<file path="src/rtl/clock_domain_pkg.sv">
// Shared types for the source-side toggle req/ack clock-domain exporter.
package clock_domain_pkg;

  typedef enum logic [1:0] {
    IDLE,
    LOAD,
    WAIT
  } clock_domain_export_state_t;

endpackage

</file>
<file path="src/rtl/clock_domain_export_if.sv">
// Word-input and handshake bundle of clock_domain_export.
// Optional CLOCK_DOMAIN_EXPORT_LEVEL_EN adds the FIFO occupancy signal `level`.
interface clock_domain_export_if #(
  parameter int SIZE = 8
`ifdef CLOCK_DOMAIN_EXPORT_LEVEL_EN
  , parameter int DEPTH = 4
`endif
);
  logic [SIZE-1:0] data;
  logic            stb;
  logic            ready;
  logic [SIZE-1:0] handshake_data;
  logic            handshake_req;
  logic            handshake_ack;
`ifdef CLOCK_DOMAIN_EXPORT_LEVEL_EN
  logic [$clog2(DEPTH):0] level;

  modport master (output data, stb, handshake_ack,
                  input  ready, handshake_data, handshake_req, level);
  modport slave  (input  data, stb, handshake_ack,
                  output ready, handshake_data, handshake_req, level);
`else
  modport master (output data, stb, handshake_ack,
                  input  ready, handshake_data, handshake_req);
  modport slave  (input  data, stb, handshake_ack,
                  output ready, handshake_data, handshake_req);
`endif
endinterface

</file>
<file path="src/rtl/clock_domain_export_fifo.sv">
// First-word-fall-through synchronous FIFO with wrap-bit pointers.
// Optional CLOCK_DOMAIN_EXPORT_LEVEL_EN exposes occupancy (wptr - rptr).
module clock_domain_export_fifo #(
  parameter int SIZE  = 8,
  parameter int DEPTH = 4
) (
  input  logic            clk,
  input  logic            rst,
  input  logic            push,
  input  logic            pop,
  input  logic [SIZE-1:0] din,
  output logic            full,
  output logic            empty,
`ifdef CLOCK_DOMAIN_EXPORT_LEVEL_EN
  output logic [$clog2(DEPTH):0] level,
`endif
  output logic [SIZE-1:0] head
);
  localparam int AW = $clog2(DEPTH);
  localparam logic [AW:0] PTR_ONE = 1;

  logic [SIZE-1:0] mem [DEPTH];
  logic [AW:0]     wptr;
  logic [AW:0]     rptr;

  // Pointers carry one extra wrap bit so full and empty are distinguishable.
  assign full  = (wptr ^ rptr) == {1'b1, {AW{1'b0}}};
  assign empty = wptr == rptr;
  assign head  = mem[rptr[AW-1:0]];
`ifdef CLOCK_DOMAIN_EXPORT_LEVEL_EN
  assign level = wptr - rptr;
`endif

  always_ff @(posedge clk) begin
    if (push && !full) begin
      mem[wptr[AW-1:0]] <= din;
    end
  end

  always_ff @(posedge clk) begin
    if (rst) begin
      wptr <= '0;
      rptr <= '0;
    end else begin
      if (push && !full) begin
        wptr <= wptr + PTR_ONE;
      end
      if (pop && !empty) begin
        rptr <= rptr + PTR_ONE;
      end
    end
  end
endmodule

</file>
<file path="src/rtl/clock_domain_export.sv">
// Source half of a toggle req/ack CDC: buffers words, launches one per req toggle.
// Optional CLOCK_DOMAIN_EXPORT_LEVEL_EN drives bus.level with FIFO occupancy.
module clock_domain_export
  import clock_domain_pkg::*;
#(
  parameter int SIZE  = 8,
  parameter int DEPTH = 4
) (
  input logic                  clk,
  input logic                  rst,
  clock_domain_export_if.slave bus
);
  clock_domain_export_state_t state;
  logic [1:0]      ack_ff;
  logic            ack_s;
  logic            req_q;
  logic [SIZE-1:0] data_q;
  logic            full;
  logic            empty;
  logic [SIZE-1:0] head;
  logic            launch;

  assign ack_s  = ack_ff[0];
  // Matching ack also gates the first launch after reset, absorbing a stale high ack.
  assign launch = (state == IDLE) && !empty && (ack_s == req_q);

  clock_domain_export_fifo #(.SIZE(SIZE), .DEPTH(DEPTH)) u_fifo (
    .clk   (clk),
    .rst   (rst),
    .push  (bus.stb),
    .pop   (launch),
    .din   (bus.data),
    .full  (full),
    .empty (empty),
`ifdef CLOCK_DOMAIN_EXPORT_LEVEL_EN
    .level (bus.level),
`endif
    .head  (head)
  );

  always_ff @(posedge clk) begin
    if (rst) begin
      state  <= IDLE;
      req_q  <= 1'b0;
      data_q <= '0;
      ack_ff <= 2'b00;
    end else begin
      ack_ff <= {bus.handshake_ack, ack_ff[1]};
      case (state)
        IDLE: begin
          if (launch) begin
            data_q <= head;
            state  <= LOAD;
          end
        end
        LOAD: begin
          req_q <= ~req_q;
          state <= WAIT;
        end
        WAIT: begin
          if (ack_s == req_q) begin
            state <= IDLE;
          end
        end
        default: state <= IDLE;
      endcase
    end
  end

  assign bus.ready          = !full;
  assign bus.handshake_data = data_q;
  assign bus.handshake_req  = req_q;
endmodule

</file>
<file path="src/flat_wrapper.sv">
// flat-port wrapper written by rule: the top's interface ports become plain ports
module clock_domain_export_flat import clock_domain_pkg::*;
#(
  parameter int SIZE  = 8,
  parameter int DEPTH = 4
)
  (clk, rst, bus_data, bus_stb, bus_handshake_ack, bus_ready, bus_handshake_data, bus_handshake_req);
  clock_domain_export_if #(.SIZE(SIZE)) bus_i ();
  input logic clk;
  input logic rst;
  input wire logic [$bits(bus_i.data)-1:0] bus_data;
  input wire logic [$bits(bus_i.stb)-1:0] bus_stb;
  input wire logic [$bits(bus_i.handshake_ack)-1:0] bus_handshake_ack;
  output wire logic [$bits(bus_i.ready)-1:0] bus_ready;
  output wire logic [$bits(bus_i.handshake_data)-1:0] bus_handshake_data;
  output wire logic [$bits(bus_i.handshake_req)-1:0] bus_handshake_req;
  assign bus_i.data = bus_data;
  assign bus_i.stb = bus_stb;
  assign bus_i.handshake_ack = bus_handshake_ack;
  assign bus_ready = bus_i.ready;
  assign bus_handshake_data = bus_i.handshake_data;
  assign bus_handshake_req = bus_i.handshake_req;
  clock_domain_export #(.SIZE(SIZE), .DEPTH(DEPTH)) u_core (.clk(clk), .rst(rst), .bus(bus_i));
endmodule
</file>
<file path="config.mk">
export PLATFORM = sky130hd
export DESIGN_NAME = clock_domain_export_flat
export DESIGN_NICKNAME = d
export VERILOG_FILES = /design/src/rtl/clock_domain_pkg.sv /design/src/rtl/clock_domain_export_if.sv /design/src/rtl/clock_domain_export_fifo.sv /design/src/rtl/clock_domain_export.sv /design/src/flat_wrapper.sv
export SDC_FILE = /design/constraint.sdc
export NUM_CORES = 1
export LEC_CHECK = 0
export CAP_MARGIN = 20
export CORE_ASPECT_RATIO = 1.75
export CORE_MARGIN = 2
export CORE_UTILIZATION = 55
export DETAILED_ROUTE_END_ITERATION = 8
export PLACE_DENSITY = 0.8
export SYNTH_ARGS = -nofsm -noshare
export SYNTH_HDL_FRONTEND = slang
export SYNTH_SLANG_ARGS = --single-unit
</file>
<file path="constraint.sdc">
create_clock -name clk -period 3.1 [get_ports clk]
set_input_delay 0.62 -clock clk [delete_from_list [all_inputs] [get_ports clk]]
set_output_delay 0.62 -clock clk [all_outputs]
set_load 0.05 [all_outputs]
</file>
* After elaboration in Yosys (flattened, before gate mapping)
Memories as Yosys holds them, arrays and structs flattened. A register that Yosys moved wholly into a read port is not among the register bits.
Index checks and enable logic that the tools add are counted.
** Storage, ports and cells
- Bits in registers :: 11
- Bits in writable memories :: 32
- Input bits :: 12
- Memories :: 1
** Memories
- u_core.u_fifo.mem :: depth 4, width 8, read ports 1, clocked after memory_dff 1, write ports 1, line clock_domain_export_fifo.sv:22 : logic [SIZE-1:0] mem [DEPTH];
** Cells by class
- $add $sub $neg :: 2
- Equal/unequal tests :: 7
- Multiplexer cells :: 5
- Bitwise operators :: 2
- Reduce and logical (&&, ||, !) cells :: 9
** Operators by type and width (count)
- adder 3 x 1 -> 3 bit, second input constant :: 2
- case mux 2 bit (3 select lines) :: 1
- logical AND 1 bit :: 4
- two-way mux 2 bit :: 2
- AND reduction 2 bit :: 2
- equality test 3 bit :: 1
- equality test 3 bit, second input constant :: 1
- XOR 3 bit :: 1
- equality test 2 x 1 -> 1 bit, second input constant :: 1
- equality test 2 bit, second input constant :: 1
- logical NOT 1 bit :: 2
- logical NOT 2 bit :: 1
- two-way mux 1 bit :: 2
- inequality test 2 x 1 -> 1 bit, second input constant :: 1
- inequality test 2 bit, second input constant :: 1
- equality test 1 bit :: 1
- NOT 1 bit :: 1

* Longest topological paths before layout
Gate-level depths: netlist of run 1.
- Depth after elaboration :: 6
- Mapped depth :: 5
- Gate-level depth less buffers :: 4

* Hierarchy
Synthesis of run 1 repeated with hierarchy kept, for this count alone.
** Unflattened totals
- Cells, all modules :: 162
- Area total of the unflattened synthesis :: 2312.2 µm²
** Modules (own cells, without submodules)
- clock_domain_export_fifo :: instances 1, cells an instance 110, area an instance 1731.7 µm², sequential area each 1121.1 µm²
- clock_domain_export :: instances 1, cells an instance 52, area an instance 580.6 µm², sequential area each 260.2 µm²

* Worst setup path after synthesis of run 1
Ideal clock, no wire load.
- Path type :: reg-to-output
- Start :: reg u_core.u_fifo.rptr[1]
- End :: out bus_ready
- Arrival :: 1.135 ns
- Data required time :: 2.480 ns
- Setup slack :: 1.345 ns
- Stages on the path, launching flop included :: 5
- Buffers on the path :: 1
- Path through :: dfxtp_1 > buf_6 > xnor2_2 > and3_2 > inv_1
** On the way
- Word-level cells in the longest chain between the ends :: 3
** RTL lines
- start, declared :: line clock_domain_export_fifo.sv:24 : logic [AW:0] rptr;
- start signal, assigned :: line clock_domain_export_fifo.sv:49 : rptr <= rptr + PTR_ONE;
- XOR 3 bit :: line clock_domain_export_fifo.sv:27 : assign full = (wptr ^ rptr) == {1'b1, {AW{1'b0}}};
- equality test 3 bit :: line clock_domain_export_fifo.sv:27
- logical NOT 1 bit :: line clock_domain_export.sv:70 : assign bus.ready = !full;
- end, declared :: line flat_wrapper.sv:14 : output wire logic [$bits(bus_i.ready)-1:0] bus_ready;
Every way passes these cells.

* Worst setup path in the final report of run 1
- Start :: reg u_core.u_fifo.rptr[0]
- End :: out bus_ready
The elaborated chain is that of the path after synthesis.

==> out/results.ini, run 1 <==
[worst_setup_path]
end_kind=primary output
cp-startpoint=u_core.u_fifo.rptr[0]
rrSetupSlack_ns=1.06
worstPathMaxFanout=12
worstSetupEndpoint=bus_ready
crit_path_start_kind=flop
r2r-end=u_core.u_fifo.mem[2][6]
crit_required_ns=2.48
crit_arrival_ns=2.20
r2r-start=u_core.u_fifo.rptr[0]
slowest_delay_ns=0.69
crit_chain=xnor2_1, and3_2, inv_1, clkdlybuf4s50_1
crit_type=reg -> out
r2r.worst_path.cells=3
critical_path.slowest_cell=clkdlybuf4s50_1

[logic_synthesis]
ys_seq_elements=51
syn-cell-area_mm2=0.002138
synth.distinct_cells=30
syn_area_per_cell_um2=14.95
yosysSeqAreaShare=0.6273
syn_nets=160
yosysWarnings=0
postSynthCellCount=143

[min_path]
hold_depth=2
hold_class=reg -> reg

[sta]
maxSlewViolCount=0
fin_tns_setup_ns=0
slew_headroom=0.6147
fin_hold_ws_ns=0.4635
rsz0062_at_grt=false
setup_viol_count_final=0
hold_viol_final=0
worstMarginPinSlew_ns=0.5761
period_minus_slack_ns=2.816
fin_skew_ns=0.005556
fmax_mhz=355.1
final.period_utilization=0.9084

[layout]
fin_nets=185
layout_common_cells=32 x edfxtp_1, 21 x clkdlybuf4s50_1, 18 x nand2_1, 18 x dfxtp_1, 10 x mux2i_1
drive_gt1_frac=0.1124
num_antenna_cells=0
final_common_cell=edfxtp_1
area_growth_pct=16.21

[drt]
wl_met2_um=1798
routedLengthMet1_um=1235
drt-initial-drc-count=9
vias=1157
ant_nets=0
top_layer_used=met4
route.detailed.drc=0
wl_met3_um=129
via_per_inst=5.332
wire_per_inst_um=14.97
first_pass_iters=4
drt-total-wl_um=3248

[clocking]
holdBufCountCts=0
htree_num_levels=2
clkTransAtPathRegs_ns=0.09
clock_path_buffers=2
clock_sinks=51
post_cts_resized=0
cts_root_buf=clkbuf_8
cts_tree=yes
clk_latency_ns=0.30
cts_buffers=5
postCtsSetupBuffers=0

[floorplanning]
ios=22
start_util=0.5640
core_area_mm2=0.003791
die_w_um=51.14
rows=30
fp.dieH_um=86.49
dieArea_mm2=0.004422

[global_route]
grt_pass1_wl_um=5202
grt_start_max_net_pins=20
grt.total_usage=0.1642
grt_overflow=0
grt_pass1_vias=1185
antenna_found_initial=0

[place]
routabilityCongestion=0.6837
place_hpwl_um=2366
portBuffers=21

[run_status]
status=finished, final reports clean

[flow_run]
max-cap-violations=0

[power]
p_leak_nw=0.9221
vdd_drop_max_mv=0.4819
power_density_mw_per_mm2=803.2

[report_power, final]
part / switching (mW) / internal [mW]
Clock: 0.224 / 0.166
Combinational: 0.405 / 0.302
Sequential: 0.0731 / 0.826
Total: 0.702 / 1.29
[cells in the mapped netlist, drive strengths merged]
library cell | instances | share of area
ha | 5 | 0.029
xor2 | 2 | 0.0082
a21oi | 1 | 0.0023
a211oi | 1 | 0.0035
xnor2 | 4 | 0.020
nor2b | 6 | 0.018
or4bb | 1 | 0.0053
and3 | 1 | 0.0035
clkbuf | 2 | 0.0035
or2b | 1 | 0.0035
a311oi | 2 | 0.011
or2 | 1 | 0.0029
nand2b | 1 | 0.0029
buf | 3 | 0.013
nand2 | 18 | 0.032
mux2i | 10 | 0.047
edfxtp | 32 | 0.45
inv | 5 | 0.0088
nor2 | 7 | 0.012
and2 | 4 | 0.012
a311o | 2 | 0.0094
a31oi | 2 | 0.0059
dfxtp | 19 | 0.18
mux2 | 3 | 0.016
mux4 | 8 | 0.098
clkinv | 1 | 0.0018
or3b | 1 | 0.0041
[layer usage]
metal / GRT usage / up-vias
met3: 0.04483 / 9
met5: 0 / -
met1: 0.1629 / 545
met2: 0.2963 / 30
li1: - / 573
met4: 0.09337 / 0
[area by class of cell]
type | count | area, µm²
Sequential cell | 51 | 1343
Fill cell | 300 | 1306
Multi-Input combinational cell | 81 | 739.5
Timing Repair Buffer | 23 | 225.2
Clock buffer | 5 | 68.82
Tap cell | 48 | 60.06
Clock inverter | 3 | 26.28
Inverter | 6 | 22.52
[sequential cells by signal, summed over array words and instances (netlist names)]
signal / count
u_core.state: 2
u_core.u_fifo.wptr: 3
u_core.bus.handshake_data: 8
u_core.ack_ff: 2
u_core.u_fifo.rptr: 3
u_core.bus.handshake_req: 1
u_core.u_fifo.mem: 32
[cell families after synthesis]
group                      count (synthesis)  share of synthesized area
DFF                                       51                     0.6273
and+or+nand+nor                           41                    0.09538
muxes                                     21                     0.1609
buffers and inverters                     11                    0.02691
AOI/OAI and AO/OA                          8                    0.03218
xor gates and xnor gates                   6                    0.02809
adders and majority gates                  5                    0.02926
[worst min path at each step]
| stage | from | slack, ns | endpoint |
|---|---|---|---|
| final | u_core.bus.handshake_data[1] | 0.46 | u_core.bus.handshake_data[1] |
| after global routing | u_core.bus.handshake_data[7] | 0.49 | u_core.bus.handshake_data[7] |
| after CTS | u_core.bus.handshake_data[1] | 0.47 | u_core.bus.handshake_data[1] |
| after detailed placement | u_core.bus.handshake_data[1] | 0.45 | u_core.bus.handshake_data[1] |
| after global placement | u_core.ack_ff[1] | 0.43 | u_core.ack_ff[0] |
| after floorplan | u_core.ack_ff[1] | 0.41 | u_core.ack_ff[0] |
[metrics by stage]
stage / instances / area, µm² / worst slack (ns) / power [mW] / utilization
detailed placement: 209 / 2389 / 0.3821 / 1.627 / 0.6300
finish: 217 / 2485 / 0.2841 / 1.996 / 0.6554
global placement: 209 / 2389 / 0.4695 / 1.603 / 0.6300
floorplan: 143 / 2138 / 1.345 / 1.453 / -
CTS: 217 / 2484 / 0.03286 / 2.017 / 0.6551
global route: 217 / 2485 / 0.1773 / 2.093 / 0.6554
[critical path: cells and delay by family (launching register included)]
family	cells	cell delay (ns)
DFF	1	0.43
xor gates and xnor gates	1	0.43
and+or+nand+nor	1	0.29
buffers and inverters	2	0.74
Power figures use the tool's default switching activity.
==> inputs of run 2 (changes only) <==
Settings changed: CAP_MARGIN 20 to 30.
==> results of run 2 <==
Final layout, timing and power as in run 1 (identical DEF).
==> inputs of run 3 (changes only) <==
Settings changed: SETUP_SLACK_MARGIN set to 0.05, SLEW_MARGIN set to 20.
==> results of run 3 <==
Final layout, timing and power as in run 1 (identical DEF).
Main changes from that run: number of gates resized after CTS 0 -> 1
